`config.mk`:
```
export PLATFORM = sky130hd
export DESIGN_NAME = button_debouncer
export DESIGN_NICKNAME = d
export VERILOG_FILES = /design/src/rtl/button_debouncer.sv
export SDC_FILE = /design/constraint.sdc
export NUM_CORES = 1
export LEC_CHECK = 0
export ABC_CLOCK_PERIOD_IN_PS = 1590
export CORE_MARGIN = 2
export CORE_UTILIZATION = 41
export CTS_CLUSTER_DIAMETER = 100
export CTS_CLUSTER_SIZE = 24
export DETAILED_ROUTE_END_ITERATION = 8
export MAX_ROUTING_LAYER = met4
export SLEW_MARGIN = 20
export SYNTH_ARGS = -nofsm -noshare
export SYNTH_HDL_FRONTEND = slang
export SYNTH_SLANG_ARGS = --single-unit
export TNS_END_PERCENT = 20
```
`constraint.sdc`:
```
create_clock -name clk -period 1.59 [get_ports clk]
set_clock_uncertainty 0.15 [all_clocks]
set_input_delay 0.318 -clock clk [delete_from_list [all_inputs] [get_ports clk]]
set_output_delay 0.318 -clock clk [all_outputs]
set_load 0.005 [all_outputs]
```
`src/rtl/button_debouncer.sv`:
```
// button_debouncer
//   Multi-channel switch debouncer. Each raw input is brought into the clk
//   domain through a two-flop synchronizer, then filtered by a per-channel
//   counter that advances only on sample_pulse strobes. A debounced level
//   flips only after PULSE_CNT_MAX consecutive samples disagree with it. Any
//   single agreeing sample restarts the count.
//
// Ports
//   clk           : single clock, rising edge
//   rst_n         : asynchronous active-low reset
//   sample_pulse  : one-cycle sample strobe (held high = one sample per cycle)
//   glitchy_in    : raw asynchronous levels, WIDTH channels
//   debounced_out : registered filtered level per channel
//   rise_pulse    : one-cycle strobe when a channel's debounced level goes 0->1
//   fall_pulse    : one-cycle strobe when a channel's debounced level goes 1->0
module button_debouncer #(
  parameter int WIDTH         = 4,
  parameter int PULSE_CNT_MAX = 25,
  parameter int CNT_WIDTH     = $clog2(PULSE_CNT_MAX) + 1
) (
  input  logic             clk,
  input  logic             rst_n,
  input  logic             sample_pulse,
  input  logic [WIDTH-1:0] glitchy_in,
  output logic [WIDTH-1:0] debounced_out,
  output logic [WIDTH-1:0] rise_pulse,
  output logic [WIDTH-1:0] fall_pulse
);

  // Terminal count: the PULSE_CNT_MAX-th disagreeing sample arrives while the
  // counter already holds PULSE_CNT_MAX-1.
  localparam logic [CNT_WIDTH-1:0] LP_TC = CNT_WIDTH'(PULSE_CNT_MAX - 1);

  logic [WIDTH-1:0]     r_sync1;
  logic [WIDTH-1:0]     r_sync2;
  logic [CNT_WIDTH-1:0] r_cnt [WIDTH];
  logic [WIDTH-1:0]     r_deb;
  logic [WIDTH-1:0]     r_rise;
  logic [WIDTH-1:0]     r_fall;

  logic [CNT_WIDTH-1:0] w_cnt_nxt [WIDTH];
  logic [WIDTH-1:0]     w_deb_nxt;
  logic [WIDTH-1:0]     w_rise_nxt;
  logic [WIDTH-1:0]     w_fall_nxt;

  always_comb begin
    w_deb_nxt  = r_deb;
    w_rise_nxt = '0;
    w_fall_nxt = '0;
    for (int i = 0; i < WIDTH; i++) begin
      w_cnt_nxt[i] = r_cnt[i];
      if (sample_pulse) begin
        if (r_sync2[i] == r_deb[i]) begin
          w_cnt_nxt[i] = '0;
        end else if (r_cnt[i] >= LP_TC) begin
          // Terminal sample: flip the level and strobe the matching edge.
          // Using >= keeps the counter from ever running past LP_TC.
          w_deb_nxt[i]  = ~r_deb[i];
          w_cnt_nxt[i]  = '0;
          w_rise_nxt[i] = ~r_deb[i];
          w_fall_nxt[i] = r_deb[i];
        end else begin
          w_cnt_nxt[i] = r_cnt[i] + CNT_WIDTH'(1);
        end
      end
    end
  end

  always_ff @(posedge clk or negedge rst_n) begin
    if (!rst_n) begin
      r_sync1 <= '0;
      r_sync2 <= '0;
      r_deb   <= '0;
      r_rise  <= '0;
      r_fall  <= '0;
      for (int i = 0; i < WIDTH; i++) begin
        r_cnt[i] <= '0;
      end
    end else begin
      r_sync1 <= glitchy_in;
      r_sync2 <= r_sync1;
      r_deb   <= w_deb_nxt;
      r_rise  <= w_rise_nxt;
      r_fall  <= w_fall_nxt;
      for (int i = 0; i < WIDTH; i++) begin
        r_cnt[i] <= w_cnt_nxt[i];
      end
    end
  end

  assign debounced_out = r_deb;
  assign rise_pulse    = r_rise;
  assign fall_pulse    = r_fall;

endmodule

```
## Word-level counts from Yosys, hierarchy flattened

Index checks and enable logic that the tools add are counted.

| storage, ports and cells | value |
|---|---|
| latch bits | 0 |
| word-level logic and storage cells | 68 |
| output and inout bits | 12 |
| memory bits (writable) | 0 |
| bits of input ports | 7 |
| ROM bits | 0 |
| register bits | 44 |
| memories kept | 0 |

| cells by class | value |
|---|---|
| reductions and logical operators | 4 |
| $mul | 0 |
| bitwise operators | 8 |
| eq/ne operators | 4 |
| order comparisons | 4 |
| shift operators | 0 |
| add/subtract/negate cells | 4 |
| mux-type cells | 32 |
| divide/modulo/power cells | 0 |

Operator list:

| kind | count |
|---|---|
| $mux 6 | 8 |
| $add 6x1->6 const B | 4 |
| $ge 6x5->1 const B | 4 |
| $mux 1 | 24 |
| $reduce_and 3->1 | 4 |
| $not 1->1 | 8 |
| $eq 1x1->1 | 4 |

## Logic depth before layout (Yosys ltp)

Gate-level depths: netlist of run 1.

| depth | value |
|---|---|
| word-level depth | 4 |
| depth in mapped cells | 4 |
| mapped depth without buffers | 4 |

## Least setup slack after synthesis of run 1

No wires, ideal clock.

| path | value |
|---|---|
| path type | register -> register |
| start | reg r_cnt[10] (netlist name) |
| end | reg r_deb[2], in the netlist debounced_out[2] |
| buffers on the path | 0 |
| data required time | 1,315 ps |
| slack | 225 ps |
| library setup time | 125 ps |
| cell stages (with the launch flop) | 4 |
| clock period less this slack | 1,365 ps |
| arrival time | 1,091 ps |
| cell sequence | dfrtp_1 > a21oi_2 > nand2b_4 > mux2_2 |

| on the way | value |
|---|---|
| word-level cells in the longest chain between the ends | 2 |

RTL lines:

| item | RTL line | RTL |
|---|---|---|
| start, declared | 36 | `logic [CNT_WIDTH-1:0] r_cnt [WIDTH];` |
| start signal, assigned by index | 86 | `r_cnt[i] <= w_cnt_nxt[i];` |
| $ge 6x5->1 | 55 | `end else if (r_cnt[i] >= LP_TC) begin` |
| $reduce_and 3->1 (no source line) | n/a |  |
| end signal, assigned | 82 | `r_deb <= w_deb_nxt;` |
| end, declared | 37 | `logic [WIDTH-1:0] r_deb;` |

No other way between the ends.
A chain may end at the register's enable or synchronous reset.

## Worst setup path after layout of run 1

Same ends and word-level chain as after synthesis.

==> flow_summary_export.csv, run 1 <==
group,metric,value,unit
placement,place_area,2250,um2
clocking,cts_buffer_depth,2,
finish,final_area,2360,um2
placement,hpwl,2400,um
sta,tns,0,ns
sta,finalHoldViolations,0,
floorplan,coreArea,4660,um2
clocking,insertion_delay,0.29,ns
clocking,cts_buffers,5,
placement,port_buffers,18,
clocking,cts_tree,"built",
finish,syn2layout_area_growth,21.3,%
clocking,cts_root_buffer,"clkbuf_8",
detailed_routing,wire_per_inst,14.0,um
floorplan,dieHeight,72.9,um
power_and_ir_drop,p_int,1630,uW
floorplan,initial_core_util,41.8,%
clocking,path_clk_slew,0.08,ns
synthesis,synth_area_leader_cell,"dfrtp_1",
placement,placedCellCount,228,
detailed_routing,avgViaCountPerCell,5.13,
synthesis,syn_avg_cell_area,13.0,um2
worst_setup_path,critPathLaunchType,"flop",
grt,grt_pass1_vias,1340,
worst_setup_path,cp.arrival,1.49,ns
finish,fillers,436,
grt,grt_max_degree,28,
sta,period_minus_slack,1.46,ns
worst_hold_path,hp-class,"reg -> reg",
sta,setup_viol,0,
power_and_ir_drop,switching_share,25.2,%
sta,fin_crit_sh,91.8,%
detailed_routing,drt_wl_total,3350,um
synthesis,synth-simple-area-share,13.5,%
detailed_routing,drtAntennaViolNets,0,
finish,final_cell_mix,"43 x dfrtp_1, 16 x inv_1, 12 x dlygate4sd2_1",
worst_setup_path,worst_ep_required_time,1.62,ns
synthesis,synthAdderAreaFrac,5.14,%
finish,final_common_cell,"dfrtp_1",
finish,finalNonFillerCells,240,
detailed_routing,num_vias,1232,
sta,holdWs,0.205,ns
power_and_ir_drop,vdd_drop_max,0.419,mV
sta,relSlewSlack,71.6,%
sta,clock.fmax,685,MHz
grt,grt_pass1_wl,6150,um
clocking,h-tree-depth,2,
floorplan,io-pin-count,19,
floorplan,core.rowCount,25,
synthesis,synth.distinct_cells,25,
sta,grt_setup_unrepaired,"false",
sta,maxSlewViolCount,0,
power_and_ir_drop,total_leakage_power,0.00117,uW
synthesis,synthCells,150,
detailed_routing,route.detailed.drc,0,
floorplan,dieArea,5320,um2
clocking,cts.sinks,44,
grt,grtUsageTotal,15.7,%
synthesis,synthTopCellsByArea,"dfrtp_1 57%, ha_1 5.1%, xor2_1 3.6%",
synthesis,syn_area,1950,um2
run_status,run_status,"finished clean",
power_and_ir_drop,p_seq_share,57.1,%
power_and_ir_drop,pwr-share-comb,10.0,%
power_and_ir_drop,clkPwrFrac,32.9,%
synthesis,syn-num-nets,165,
power_and_ir_drop,switchingPower,551,uW
placement,gp_congestion,0.715,
synthesis,synth_top_family_by_area,"simple AND/OR/NAND/NOR gates",
synthesis,synthXorXnorAreaFrac,5.27,%
finish,final_nets,200,
synthesis,synth_edf_count,0,
synthesis,seq_area_frac_synth,56.6,%
power_and_ir_drop,total_power,2180,uW
worst_setup_path,path_class,"reg -> reg",
detailed_routing,drtIter0Drc,52,
worst_setup_path,crit_path_max_fanout,5,
synthesis,synth-seq-cells,44,
synthesis,yosys.area.top_type_share,56.6,%
flow_run,drv_cap,0,
finish,antennaDiodeCount,0,
synthesis,synth-compound-area-share,9.25,%
power_and_ir_drop,power_density,924,nW/um2
synthesis,synth_top_flop_cell,"dfrtp_1",
grt,antenna_found_initial,0,
finish,drive_gt1_share,21.0,%
synthesis,yosys_warnings,0,
sta,tightest_slew,0.427,ns
synthesis,synthMuxAreaShare,5.40,%
worst_setup_path,endpoint_kind,"flop",
floorplan,dieWidth,72.9,um
synthesis,ys_async_sr_fraction,100,%
grt,grt_remaining_overflow,0,
detailed_routing,drt_first_pass_iters,4,
==> power by group through the flow <==
stage	registers (uW)	clock network (uW)	logic [uW]
finish	1250	719	219
global route	1260	793	257
CTS	1250	752	225
detailed placement	1270	0	223
global placement	1260	0	206
floorplan	1250	0	143
==> critical path, cell delays in order, from the launching register on <==
cell	delay [ns]
dfrtp_1	0.42
a21oi_2	0.26
nand2b_4	0.19
mux2_2	0.32
==> final timing paths <==
path | from | end | slack (ns) | cells after the start
max in group asynchronous | rst_n | debounced_out[3] | 0.45 | 3
setup reg to reg | r_cnt[10] | debounced_out[2] | 0.13 | 3
hold reg to reg | r_sync1[3] | r_sync2[3] | 0.21 | 0
min in group asynchronous | rst_n | r_cnt[19] | 0.34 | 2
setup / recovery | r_cnt[10] | debounced_out[2] | 0.13 | 3
hold / removal | r_sync1[3] | r_sync2[3] | 0.21 | 0
==> kinds of logic (layout without fill, tap and decap cells) <==
logic type,after synthesis,count (layout)
AO/OA/AOI/OAI,24,24
XOR/XNOR,10,10
adder cells (fa/ha/maj),8,8
buffers and inverters,20,56
flip-flops,44,44
multiplexers,10,10
AND/OR/NAND/NOR,34,34
==> repair_timing <==
| item | CTS | global route |
|---|---|---|
| gates resized for setup | 13 | 0 |
| endpoints found under the hold margin | 17 | 0 |
| buffers inserted | 3 | 0 |
| endpoints found under the setup margin | 12 | 0 |
| hold buffers | 1 | 0 |
==> cell usage after synthesis (4+ instances only) <==
library cell,instances
a21oi_2,4
a31oi_1,6
dfrtp_1,44
ha_1,8
inv_1,16
mux2i_1,6
nand2b_4,4
nand3_1,8
nand3_2,4
nor2b_1,4
nor3b_1,8
o22ai_1,6
o2bb2ai_1,6
xor2_1,8
==> per-stage QoR <==
stage | util, % | setup WS [ns]
finish | 50.7 | 0.131
global route | 50.7 | 0.0655
CTS | 50.7 | 0.130
detailed placement | 48.3 | -0.101
global placement | 48.3 | -0.0662
floorplan | - | 0.225
==> area by class of cell <==
type                    instances  area [um2]  share of cell area (%)
repair buffers                 31         285                    12.1
clock inverters                 2        10.0                   0.424
well taps                      54        67.6                    2.86
clock buffers                   6        82.6                    3.50
multi-input cells              86         751                    31.8
inverters                      17        63.8                    2.70
flip-flops and latches         44        1100                    46.7
==> routing by layer <==
layer / global-route usage [%] / share of wire (%) / vias to the layer above
met3: 4.14 / 3.3 / 6
li1: - / - / 586
met5: - / 0 / -
met1: 19.2 / 44 / 621
met4: 6.17 / 1.8 / 0
met2: 24.9 / 51 / 19
==> flip-flops by register name, indices dropped and copies added (netlist names) <==
signal,cells
r_sync1,4
r_cnt,24
r_sync2,4
rise_pulse,4
debounced_out,4
fall_pulse,4
Power figures use the tool's default switching activity.
==> run 2: changes to the inputs <==
Settings changed: ABC_CLOCK_PERIOD_IN_PS 1590 to default, GPL_TIMING_DRIVEN from default to 0.
==> flow_summary_export.csv, run 2 (synthesis gave the netlist of run 1 again) <==
group,metric,value,unit
floorplan,core.rowCount,25,
detailed_routing,num_vias,1181,
sta,setup_viol,0,
grt,grt_pass1_vias,1223,
worst_setup_path,critPathLaunchType,"flop",
floorplan,dieArea,5320,um2
worst_setup_path,path_cells,"dlygate4sd2_1",
sta,period_minus_slack,1.48,ns
floorplan,dieHeight,72.9,um
clocking,path_clk_slew,0.08,ns
finish,finalNonFillerCells,233,
detailed_routing,route.detailed.drc,0,
grt,grtUsageTotal,13.8,%
sta,clock.fmax,675,MHz
worst_setup_path,cp.arrival,1.01,ns
clocking,cts_tree,"built",
run_status,run_status,"finished clean",
power_and_ir_drop,total_leakage_power,0.00115,uW
detailed_routing,drt_first_pass_iters,4,
flow_run,drv_cap,0,
power_and_ir_drop,vdd_drop_max,0.583,mV
finish,largest_reg_flops,24,
power_and_ir_drop,power_density,983,nW/um2
grt,grt_remaining_overflow,0,
worst_hold_path,hp-class,"reg -> reg",
finish,final_area,2330,um2
finish,drive_gt1_share,16.8,%
detailed_routing,drtAntennaViolNets,0,
grt,antenna_found_initial,0,
finish,antennaDiodeCount,0,
floorplan,io-pin-count,19,
worst_setup_path,max_stage_delay,0.44,ns
worst_setup_path,endpoint_kind,"primary output",
worst_setup_path,path_delay_family,"flip-flops",
sta,maxSlewViolCount,0,
placement,placedCellCount,223,
finish,final_cell_mix,"44 x dfrtp_1, 16 x inv_1, 11 x dlygate4sd2_1",
finish,final_nets,193,
finish,syn2layout_area_growth,19.7,%
sta,fin_crit_sh,93.1,%
detailed_routing,drt_wl_total,3230,um
worst_setup_path,crit_path_max_fanout,5,
worst_setup_path,worst_ep_required_time,1.12,ns
sta,finalHoldViolations,0,
worst_setup_path,path_class,"reg -> out",
placement,place_area,2220,um2
grt,grt_pass1_wl,5410,um
clocking,cts.sinks,44,
placement,port_buffers,18,
finish,regMostFlops,"r_cnt",
clocking,insertion_delay,0.29,ns
finish,fillers,405,
finish,final_common_cell,"dfrtp_1",
placement,hpwl,2230,um
worst_setup_path,timing.critical_path.buf_inv,1,
grt,grt_max_degree,24,
detailed_routing,wire_per_inst,13.8,um
floorplan,coreArea,4660,um2
clocking,cts_root_buffer,"clkbuf_8",
worst_setup_path,r2r_slack,0.12,ns
detailed_routing,drtIter0Drc,47,
sta,tightest_slew,0.542,ns
floorplan,dieWidth,72.9,um
worst_setup_path,cp_slowest_cell,"dfrtp_1",
sta,grt_setup_unrepaired,"false",
floorplan,initial_core_util,41.8,%
placement,preCtsSetupSlack,-0.186,ns
sta,postLayoutSetupSlackWorst,0.109,ns
detailed_routing,avgViaCountPerCell,5.07,
placement,gp_congestion,0.738,
sta,relSlewSlack,63.9,%
clocking,cts_buffer_depth,2,
clocking,cts_buffers,5,
clocking,h-tree-depth,2,
==> run 2: cell count changes in the layout (fill, tap and decap cells not counted), sizes merged <==
cell and change:
clkinv -1, dlymetal6s2s +1, dlygate4sd2 -1, buf -7
bufinv +1
==> run 2: final timing paths <==
check / cells after the start / to / start
max reg2reg: 3 / debounced_out[3] / r_cnt[4]
max: 1 / debounced_out[2] / debounced_out[2]
max in group asynchronous: 3 / r_sync1[3] / rst_n
min reg2reg: 0 / r_sync2[0] / r_sync1[0]
min in group asynchronous: 2 / r_cnt[15] / rst_n
min: 0 / r_sync2[0] / r_sync1[0]
==> run 2: area by class of cell <==
| type | instances | area (um2) | area share (%) |
|---|---|---|---|
| sequential | 44 | 1100 | 47.2 |
| inverter | 17 | 63.8 | 2.74 |
| buffer | 3 | 31.3 | 1.34 |
| timing repair buffer | 21 | 209 | 8.96 |
| tap | 54 | 67.6 | 2.90 |
| clock inverter | 2 | 35.0 | 1.50 |
| clock buffer | 6 | 72.6 | 3.11 |
| multi-input combinational | 86 | 751 | 32.2 |
==> run 2: power by group <==
part	switching, uW	total [uW]	internal [uW]
registers	60.6	1250	1180
logic	118	215	97.8
clock network	365	832	467
total	543	2290	1750
==> run 2: routing by layer <==
metal / part of all wire [%] / GRT usage, % / vias up
li1: - / - / 573
met1: 45 / 15.6 / 583
met2: 50 / 22.4 / 19
met3: 3.1 / 4.28 / 6
met4: 1.9 / 6.38 / 0
met5: 0 / - / -
==> run 2: repair_timing <==
action                                  in CTS  in global routing
gates resized for setup                     11                  1
setup buffers                                1                  0
endpoints found under the setup margin      11                  1
endpoints found under the hold margin       21                  0
hold buffers                                 1                  0
==> run 2: per-stage QoR <==
| step | hold slack, ns | total power (uW) | TNS, ns | utilization, % |
|---|---|---|---|---|
| 2_1_floorplan | -0.128 | 1400 | 0 | - |
| 3_3_place_gp | 0.185 | 1460 | -49.07 | 47.1 |
| 3_5_place_dp | 0.184 | 1480 | -3.20 | 47.6 |
| 4_1_cts | 0.210 | 2320 | 0 | 50.0 |
| 5_1_grt | 0.212 | 2390 | 0 | 50.0 |
| 6_report | 0.203 | 2290 | 0 | 50.0 |
==> run 3: changes to the inputs <==
Settings changed: ABC_AREA from default to 1, CAP_MARGIN from default to 20.
==> flow_summary_export.csv, run 3 <==
group,metric,value,unit
sta,holdWs,0.200,ns
finish,final_common_cell,"nand2_1",
detailed_routing,num_vias,1402,
grt,grt_pass1_wl,5550,um
worst_setup_path,critPathLaunchType,"flop",
detailed_routing,avgViaCountPerCell,4.54,
sta,maxSlewViolCount,0,
clocking,cts_buffers,5,
sta,finalHoldViolations,0,
synthesis,yosys.area.top_type_share,55.9,%
synthesis,synthCells,226,
synthesis,synth_edf_count,0,
finish,multiInputGateArea,746,um2
clocking,cts_tree,"built",
sta,tightest_slew,0.479,ns
synthesis,synth_common_cells,"96 x nand2_1, 44 x dfrtp_1, 27 x inv_1, 11 x nand3_1",
worst_setup_path,timing.critical_path.buf_inv,1,
sta,grt_setup_unrepaired,"false",
clocking,cts.sinks,44,
grt,antenna_found_initial,0,
worst_setup_path,cp_slowest_cell,"dfrtp_1",
synthesis,ys_async_sr_fraction,100,%
floorplan,dieWidth,73.3,um
grt,grtUsageTotal,13.9,%
power_and_ir_drop,vdd_drop_max,0.563,mV
synthesis,syn_area,1970,um2
grt,grt_remaining_overflow,0,
detailed_routing,wire_per_inst,9.97,um
run_status,run_status,"finished clean",
floorplan,initial_core_util,42.0,%
sta,postLayoutSetupSlackWorst,0.119,ns
floorplan,coreArea,4690,um2
detailed_routing,drtAntennaViolNets,0,
power_and_ir_drop,power_density,984,nW/um2
worst_setup_path,worst_ep_required_time,1.12,ns
finish,final_nets,269,
finish,syn2layout_area_growth,19.9,%
floorplan,dieArea,5370,um2
finish,ff_latch_area,1100,um2
detailed_routing,drt_wl_total,3080,um
worst_setup_path,max_stage_delay,0.43,ns
worst_hold_path,hp-class,"reg -> reg",
worst_setup_path,path_cells,"dlygate4sd2_1",
worst_setup_path,crit_path_max_fanout,5,
worst_setup_path,endpoint_kind,"primary output",
finish,drive_gt1_share,7.06,%
finish,antennaDiodeCount,0,
synthesis,syn-num-nets,241,
power_and_ir_drop,total_power,2320,uW
finish,final_cell_mix,"96 x nand2_1, 44 x dfrtp_1, 27 x inv_1",
flow_run,drv_cap,0,
finish,finish.utilization,50.3,%
synthesis,syn_avg_cell_area,8.71,um2
grt,grt_max_degree,25,
worst_setup_path,path_class,"reg -> out",
placement,hpwl,2120,um
grt,grt_pass1_vias,1232,
placement,gp_congestion,0.796,
placement,placedCellCount,299,
sta,relSlewSlack,68.1,%
finish,finalNonFillerCells,309,
worst_setup_path,cp.arrival,1.00,ns
placement,preCtsSetupSlack,-0.106,ns
synthesis,synthTopCellsByArea,"dfrtp_1 56%, nand2_1 18%, inv_1 5.1%",
sta,setup_viol,0,
synthesis,synth.distinct_cells,16,
synthesis,seq_area_frac_synth,55.9,%
sta,clock.fmax,680,MHz
detailed_routing,drt_first_pass_iters,4,
detailed_routing,route.detailed.drc,0,
sta,fin_crit_sh,92.5,%
finish,largest_reg_flops,24,
synthesis,yosys_warnings,0,
synthesis,synth_area_leader_cell,"dfrtp_1",
clocking,cts_buffer_depth,2,
clocking,insertion_delay,0.30,ns
clocking,path_clk_slew,0.08,ns
floorplan,core.rowCount,25,
clocking,cts_root_buffer,"clkbuf_8",
worst_setup_path,path_delay_family,"flip-flops",
finish,fillers,454,
detailed_routing,drtIter0Drc,76,
power_and_ir_drop,total_leakage_power,0.00136,uW
placement,port_buffers,18,
floorplan,io-pin-count,19,
sta,period_minus_slack,1.47,ns
synthesis,synth_most_common_cell,"nand2_1",
synthesis,synth_top_flop_cell,"dfrtp_1",
synthesis,synth-seq-cells,44,
finish,regMostFlops,"r_cnt",
floorplan,dieHeight,73.3,um
clocking,h-tree-depth,2,
run 3: changes by cell type in the layout (fill, tap and decap cells not counted), moves of 6 or more:
cell       previous run  this run
nor3b_1               8         0
inv_1                16        27
nand4_1               2         8
nor2_1                0         8
mux2i_1               6         0
a31oi_1               6         0
o2bb2ai_1             6         0
o22ai_1               6         0
nand2_1               0        96
run 3: per-stage QoR:
step	setup TNS, ns	instance area (um2)
after floorplan	0	1970
after global placement	-53.12	2220
after detailed placement	-2.02	2230
after CTS	0	2350
after global routing	0	2360
final	0	2360
run 3: cell type report:
cell class,instances,area share (%)
inverters,27,4.29
clock inverters,2,1.48
repair buffers,21,9.17
well taps,54,2.86
clock buffers,6,3.07
flip-flops and latches,44,46.6
multi-input cells,152,31.6
plain buffers,3,0.901
run 3: power by group:
part	internal [uW]	switching, uW
registers	1180	79.1
logic	97.2	128
clock network	466	369
total	1750	576
run 3: final timing paths:
check,startpoint,endpoint,slack (ns),depth (start not counted)
max,debounced_out[2],debounced_out[2],0.12,1
min,r_sync1[2],r_sync2[2],0.20,0
max reg2reg,r_cnt[21],r_cnt[21],0.36,5
min reg2reg,r_sync1[2],r_sync2[2],0.20,0
max in group asynchronous,rst_n,r_sync1[0],0.44,3
min in group asynchronous,rst_n,r_cnt[0],0.36,2
run 3: cell families after synthesis:
| logic type | count (synthesis) | synth area share [%] |
|---|---|---|
| buf+inv | 30 | 6.23 |
| flops | 44 | 55.9 |
| compound gates | 4 | 1.02 |
| fa+ha+maj | 8 | 5.08 |
| xor+xnor | 8 | 3.56 |
| simple gates | 132 | 28.2 |
run 3: what timing repair did:
action,4_1_cts,5_1_grt
endpoints found under the hold margin,20,0
setup buffers,1,0
resized for setup,7,5
endpoints found under the setup margin,7,5
hold buffers,1,0
run 3: routing by layer:
layer  share of wire (%)  track usage [%]  up-vias
met5                   0                -        -
met3                 3.8             4.12        6
met1                  50             18.4      631
li1                    -                -      745
met2                  44             20.1       20
met4                 2.3             5.45        0
